## src/rtl/uart_xmit_arbiter_if.sv

```systemverilog
// uart_xmit_arbiter_if: requester lanes plus the UART transmitter handshake shared by the arbiter
interface uart_xmit_arbiter_if #(
    parameter int NREQ = 4
) ();
    logic [NREQ-1:0]   req;
    logic [8*NREQ-1:0] req_data;
    logic [NREQ-1:0]   gnt;
    logic [NREQ-1:0]   ack;
    logic              err;
    logic              busy;
    logic              xmitH;
    logic [7:0]        xmit_dataH;
    logic              xmit_doneH;

    modport master (
        input  req, req_data, xmit_doneH,
        output gnt, ack, err, busy, xmitH, xmit_dataH
    );

    modport slave (
        output req, req_data, xmit_doneH,
        input  gnt, ack, err, busy, xmitH, xmit_dataH
    );
endinterface

```

## src/rtl/uart_xmit_arbiter.sv

```systemverilog
// uart_xmit_arbiter: round-robin sharing of one UART transmitter between NREQ byte sources
module uart_xmit_arbiter #(
    parameter int NREQ     = 4,
    parameter int START_TO = 8,
    parameter int FRAME_TO = 1023
) (
    input logic                 sys_clk,
    input logic                 sys_rst_l,
    uart_xmit_arbiter_if.master bus
);
    localparam int IW = $clog2(NREQ);

    typedef enum logic [2:0] {IDLE, LAUNCH, WAIT_BUSY, WAIT_DONE, ACK, FAIL} state_t;

    state_t          state_q, state_d;
    logic [11:0]     timer_q, timer_d;
    logic [IW-1:0]   last_q, last_d, win_q, win_d, pick;
    logic [NREQ-1:0] gnt_q, gnt_d, ack_q, ack_d;
    logic            err_q, err_d, busy_q, busy_d, xmit_q, xmit_d;
    logic [7:0]      data_q, data_d;

    // winner search from last+1 upward; lower offsets overwrite higher ones so the nearest pending index wins
    always_comb begin
        pick = '0;
        for (int k = NREQ; k >= 1; k--) begin
            if (bus.req[IW'((int'(last_q) + k) % NREQ)]) pick = IW'((int'(last_q) + k) % NREQ);
        end
    end

    // transaction sequencing; every output is computed here one cycle ahead and registered
    always_comb begin
        state_d = state_q;
        timer_d = timer_q;
        last_d  = last_q;
        win_d   = win_q;
        gnt_d   = gnt_q;
        data_d  = data_q;
        ack_d   = '0;
        err_d   = 1'b0;
        xmit_d  = 1'b0;
        case (state_q)
            IDLE: begin
                if (bus.xmit_doneH && |bus.req) begin
                    win_d   = pick;
                    data_d  = bus.req_data[{pick, 3'b000} +: 8];
                    gnt_d   = NREQ'(1) << pick;
                    xmit_d  = 1'b1;
                    state_d = LAUNCH;
                end
            end
            LAUNCH: begin
                timer_d = '0;
                state_d = WAIT_BUSY;
            end
            WAIT_BUSY: begin
                if (!bus.xmit_doneH) begin
                    timer_d = '0;
                    state_d = WAIT_DONE;
                end else if (timer_q == 12'(START_TO)) begin
                    err_d   = 1'b1;
                    state_d = FAIL;
                end else begin
                    timer_d = timer_q + 12'd1;
                end
            end
            WAIT_DONE: begin
                if (bus.xmit_doneH) begin
                    ack_d   = gnt_q;
                    state_d = ACK;
                end else if (timer_q == 12'(FRAME_TO)) begin
                    err_d   = 1'b1;
                    state_d = FAIL;
                end else begin
                    timer_d = timer_q + 12'd1;
                end
            end
            ACK, FAIL: begin
                gnt_d   = '0;
                last_d  = win_q;
                state_d = IDLE;
            end
            default: begin
                gnt_d   = '0;
                data_d  = '0;
                timer_d = '0;
                state_d = IDLE;
            end
        endcase
        busy_d = state_d != IDLE;
    end

    // state and output registers; reset leaves requester 0 first in line
    always_ff @(posedge sys_clk or negedge sys_rst_l) begin
        if (!sys_rst_l) begin
            state_q <= IDLE;
            timer_q <= '0;
            last_q  <= IW'(NREQ - 1);
            win_q   <= '0;
            gnt_q   <= '0;
            ack_q   <= '0;
            err_q   <= 1'b0;
            busy_q  <= 1'b0;
            xmit_q  <= 1'b0;
            data_q  <= '0;
        end else begin
            state_q <= state_d;
            timer_q <= timer_d;
            last_q  <= last_d;
            win_q   <= win_d;
            gnt_q   <= gnt_d;
            ack_q   <= ack_d;
            err_q   <= err_d;
            busy_q  <= busy_d;
            xmit_q  <= xmit_d;
            data_q  <= data_d;
        end
    end

    assign bus.gnt        = gnt_q;
    assign bus.ack        = ack_q;
    assign bus.err        = err_q;
    assign bus.busy       = busy_q;
    assign bus.xmitH      = xmit_q;
    assign bus.xmit_dataH = data_q;
endmodule

```

## src/flat_wrapper.sv

```systemverilog
// flat-port wrapper written by rule: the top's interface ports become plain ports
module uart_xmit_arbiter_flat 
#(
    parameter int NREQ     = 4,
    parameter int START_TO = 8,
    parameter int FRAME_TO = 1023
)
  (sys_clk, sys_rst_l, bus_req, bus_req_data, bus_xmit_doneH, bus_gnt, bus_ack, bus_err, bus_busy, bus_xmitH, bus_xmit_dataH);
  uart_xmit_arbiter_if #(.NREQ(NREQ)) bus_i ();
  input logic sys_clk;
  input logic sys_rst_l;
  input wire logic [$bits(bus_i.req)-1:0] bus_req;
  input wire logic [$bits(bus_i.req_data)-1:0] bus_req_data;
  input wire logic [$bits(bus_i.xmit_doneH)-1:0] bus_xmit_doneH;
  output wire logic [$bits(bus_i.gnt)-1:0] bus_gnt;
  output wire logic [$bits(bus_i.ack)-1:0] bus_ack;
  output wire logic [$bits(bus_i.err)-1:0] bus_err;
  output wire logic [$bits(bus_i.busy)-1:0] bus_busy;
  output wire logic [$bits(bus_i.xmitH)-1:0] bus_xmitH;
  output wire logic [$bits(bus_i.xmit_dataH)-1:0] bus_xmit_dataH;
  assign bus_i.req = bus_req;
  assign bus_i.req_data = bus_req_data;
  assign bus_i.xmit_doneH = bus_xmit_doneH;
  assign bus_gnt = bus_i.gnt;
  assign bus_ack = bus_i.ack;
  assign bus_err = bus_i.err;
  assign bus_busy = bus_i.busy;
  assign bus_xmitH = bus_i.xmitH;
  assign bus_xmit_dataH = bus_i.xmit_dataH;
  uart_xmit_arbiter #(.NREQ(NREQ), .START_TO(START_TO), .FRAME_TO(FRAME_TO)) u_core (.sys_clk(sys_clk), .sys_rst_l(sys_rst_l), .bus(bus_i));
endmodule
```

## config.mk

```make
export PLATFORM = sky130hd
export DESIGN_NAME = uart_xmit_arbiter_flat
export DESIGN_NICKNAME = d
export VERILOG_FILES = /design/src/rtl/uart_xmit_arbiter_if.sv /design/src/rtl/uart_xmit_arbiter.sv /design/src/flat_wrapper.sv
export SDC_FILE = /design/constraint.sdc
export NUM_CORES = 1
export LEC_CHECK = 0
export ABC_CLOCK_PERIOD_IN_PS = 2950
export CAP_MARGIN = 25
export CORE_UTILIZATION = 50
export DETAILED_ROUTE_END_ITERATION = 6
export DONT_BUFFER_PORTS = 1
export GPL_ROUTABILITY_DRIVEN = 0
export PLACE_DENSITY = 0.67
export SLEW_MARGIN = 20
export SYNTH_ARGS = -nofsm -noshare
export SYNTH_HDL_FRONTEND = slang
export SYNTH_SLANG_ARGS = --single-unit
```

## constraint.sdc

```tcl
create_clock -name sys_clk -period 2.95 [get_ports sys_clk]
set_clock_uncertainty 0.1 [all_clocks]
set_input_delay 0.59 -clock sys_clk [delete_from_list [all_inputs] [get_ports sys_clk]]
set_output_delay 0.59 -clock sys_clk [all_outputs]
set_load 0.02 [all_outputs]
```

==> summary by stage <==
CTS
The clock passes through at most 2 buffers. The root buffer cell is clkbuf_8. The total CTS buffers is 5. Clock latency on the worst-skew pair, taken at its later pin, is 0.30 ns.

CTS saw 38 sinks. The CTS tree is yes. The clock-pin slew on the worst setup and hold paths is 0.08 ns. The H-tree level count is 2. The number of setup buffers added after CTS is 0.

Drt
The via count normalized by instance count is 6.33. The number of detailed-route iterations in the first pass is 4. The number of vias after detailed routing is 1653. The aggregate routed wire length is 4770 um. The count of nets left with antenna violations after detail routing is 0. After detailed routing, the average wire length per cell comes to 18.3 um.

After the first detailed-routing iteration, the DRC count stood at 108. The detailed-route DRC error count is 0.

Worst setup path
The critical setup path kind is reg2reg. The number of cells on the worst reg-to-reg path is 6. The number of gates on the worst path with buffers counted is 6. The setup slack on the worst flop-to-flop path is 0.88 ns.

The end point of the critical path is u_core.bus.xmit_dataH[6]. STA puts the critical path data required time at 3.00 ns. The startpoint of the most critical setup path is u_core.last_q[1].

Among cell families on the critical path, the largest total delay comes from flip-flops. The worst path buffer plus inverter count is 1. The biggest fanout along the worst timing path is 20.

STA puts the critical path data arrival time at 2.12 ns. On the worst path, the slowest cell contributes a delay of 0.61 ns. Walking the worst path, the cells encountered are mux2i_1 > nor2_1 > a311oi_4 > buf_4 > mux2i_1 > o221ai_1. The worst register-to-register path begins at u_core.last_q[1].

STA classifies the critical path startpoint as a register. Counting stages on the worst path, the most repeated cell is mux2i_1. The endpoint identified for the worst register-to-register timing path is u_core.bus.xmit_dataH[6].

Among all stages on the critical path, the largest delay is contributed by dfstp_2. The worst setup path is captured at a register.

Final layout
The combined area of the multi-input logic cells is 1090 um2. The number of nets in the layout is 251. The antenna diode instance count is 0. For this run, the number of standard cells in the final layout without fillers is 261. The sequential cells in the finished layout cover a total of 953 um2.

The post-route cell area is 2260 um2. The fraction of final layout cells with drive strength greater than 1 is 0.142. The post-synthesis to final-layout area growth is 7.29%. The filler cell count in the final layout is 352.

Synthesis
The share of the Yosys chip area taken by registers is 0.452. The synthesized netlist contains 47 unique library cells. The fraction of synthesized cell area taken by the top area cell type is 0.427. dfrtp_1 takes more of the synthesized area than any other cell. Counting flops and latches in the post-synthesis netlist gives 38. The number of synthesis warnings is 0. Yosys attributes the largest share of cell area to dfrtp_1 (43%), mux2i_1 (9.0%), nand2_1 (3.9%). Summing every instance area after synthesis gives 2110 um2. The synthesized netlist cell count is 208.

The number of nets produced by synthesis is 249. The post-synthesis average cell area is 10.1 um2.

Floorplanning
The height of the chip is 67.0 um. 58 I/O pins were placed. The floorplan step set the die width to 67.0 um. The floorplan step defined a die boundary enclosing 4490 um2. The core region is 4030 um2. The initial utilization of the core area, before any placement, comes to 0.524. The number of cell rows is 23.

Timing
The post-route worst setup slack is 0.885 ns. The count of endpoints failing hold in the final timing report is 0. The worst relative slew slack is 0.549.

Setup repair after global routing left no endpoint under its margin. The peak clock frequency supported by timing is 484 MHz. The share of the clock period used by the worst path is 0.700.

The worst path needs 2.07 ns of the cycle, external delays included. The number of pins with negative max-slew slack in the final report is 0. The number of setup violations in the final report is 0.

After routing, the total negative slack on setup checks comes to 0 ns. The slew at the pin closest to its max-slew limit is 0.677 ns.

Power
The logic gate share of total power is 0.354. The share of total power dissipated in the clock network is 0.184. The switching portion of total power is 0.425. The share of total power in sequential cells is 0.461. The internal portion of total power is 1.17 mW. The power density normalized to cell area is 898 nW/um2.

For this design the static power due to leakage is 0.972 nW. Power comes to 2.03 mW. The net switching power of the design is 0.865 mW. The worst IR drop on VDD is 0.404 mV.

Placement
Counting tap cells, the placed design contains a total of 252 instances. Input and output buffers added on the ports amount to 0. The worst-case setup slack after placement is 0.802 ns. The placed wire-length estimate after detailed placement is 3350 um. In this run the cell area measured after placement is 2150 um2.

GRT
The global-route total usage across every layer is 0.230. The number of global-route vias before repair is 1577. The largest net degree at the start of global routing is 37. The first global-routing pass estimated 7580 um of wire. The number of antenna violations at the first check in global routing is 0. The total congestion overflow after global routing is 0.

Run
The number of max-cap violations is 0.

Min path
In this run the worst hold path is classified as in2async.

Run status
The flow ran to the end, and the final reports show no timing, DRC or antenna violations.
## how the worst min path moves through the flow
stage / startpoint / cells past startpoint / slack, ns / end
3_3_place_gp: sys_rst_l / 0 / 0.20 / u_core.timer_q[0]
5_1_grt: sys_rst_l / 0 / 0.02 / u_core.last_q[0]
6_report: sys_rst_l / 1 / 0.02 / u_core.bus.xmit_dataH[7]
3_5_place_dp: sys_rst_l / 0 / 0.20 / u_core.bus.ack[3]
2_1_floorplan: sys_rst_l / 0 / 0.19 / u_core.bus.ack[0]
4_1_cts: sys_rst_l / 0 / 0.03 / u_core.last_q[1]
## cell type report
cell class | instances | share of cell area
clock buffers | 7 | 0.0381
flip-flops and latches | 38 | 0.421
repair buffers | 2 | 0.0122
multi-input cells | 153 | 0.482
clock inverters | 1 | 0.00221
inverters | 10 | 0.0166
well taps | 50 | 0.0276
## metrics by stage
| step | utilization | hold slack (ns) |
|---|---|---|
| floorplan | - | 0.194 |
| global placement | 0.534 | 0.195 |
| detailed placement | 0.534 | 0.195 |
| CTS | 0.562 | 0.0278 |
| global route | 0.562 | 0.0247 |
| finish | 0.562 | 0.0185 |
## worst register-to-register path, cell delays in order, from the launching register on
cell	delay [ns]
dfstp_2	0.61
mux2i_1	0.20
nor2_1	0.08
a311oi_4	0.19
buf_4	0.34
mux2i_1	0.28
o221ai_1	0.13
## power by group through the flow
| stage | sequential (mW) | combinational [mW] | clock (mW) |
|---|---|---|---|
| 6_report | 0.939 | 0.721 | 0.375 |
| 3_5_place_dp | 0.949 | 0.703 | 0 |
| 5_1_grt | 0.965 | 0.805 | 0.396 |
| 4_1_cts | 0.938 | 0.720 | 0.377 |
| 2_1_floorplan | 0.871 | 0.622 | 0 |
| 3_3_place_gp | 0.940 | 0.668 | 0 |
## kinds of logic after synthesis
| kind of cell | after synthesis | synth area share |
|---|---|---|
| compound gates | 52 | 0.177 |
| xor+xnor | 3 | 0.0125 |
| fa+ha+maj | 2 | 0.0119 |
| buf+inv | 17 | 0.0362 |
| flops | 38 | 0.452 |
| mux | 21 | 0.101 |
| simple gates | 75 | 0.210 |
## placed cells by master (no fill, tap or decap), drive strengths merged, types with 2 or more instances in the layout
master  instances
buf             2
nor2           16
a211oi          2
nand3           6
ha              2
xnor2           3
clkbuf          7
dfrtp          36
nor4b           3
inv            10
nor4            4
and2            5
a41oi           2
and3            2
nor3            2
nand2          22
a21oi          15
o21ai          11
a31oi           7
mux2i          19
dfstp           2
or2             2
nand2b          5
or3             2
mux2            2
nor2b           2
o221ai          8
## layer usage
layer / up-vias / wire (um) / global-route usage
met5: - / 0 / 0
met4: 0 / 81 / 0.106
met3: 7 / 236 / 0.0514
met2: 52 / 2410 / 0.369
met1: 824 / 2050 / 0.293
li1: 770 / - / -
## flip-flops by register name (all words and copies together), names as in the netlist
register / count
u_core.bus.ack: 4
u_core.bus.xmitH: 1
u_core.bus.busy: 1
u_core.state_q: 3
u_core.bus.err: 1
u_core.last_q: 2
u_core.bus.xmit_dataH: 8
u_core.win_q: 2
u_core.bus.gnt: 4
u_core.timer_q: 12
## synth_stat cells (all sizes together)
master / count
a2111oi: 1
a211oi: 2
a21oi: 15
a311o: 1
a311oi: 1
a31oi: 7
a41oi: 2
and2: 5
and2b: 1
and3: 2
buf: 4
clkbuf: 3
dfrtp: 36
dfstp: 2
ha: 2
inv: 10
mux2: 2
mux2i: 19
nand2: 22
nand2b: 5
nand3: 6
nand3b: 1
nand4: 1
nand4b: 1
nor2: 16
nor2b: 2
nor3: 2
nor4: 4
nor4b: 3
o2111ai: 1
o211ai: 1
o21ai: 11
o21bai: 1
o221ai: 8
o41ai: 1
or2: 2
or3: 2
xnor2: 3
## timing repair
action,4_1_cts,5_1_grt
hold endpoints to repair,36,0
hold buffers,1,0
gates resized for setup,0,0
Power figures use the tool's default switching activity.
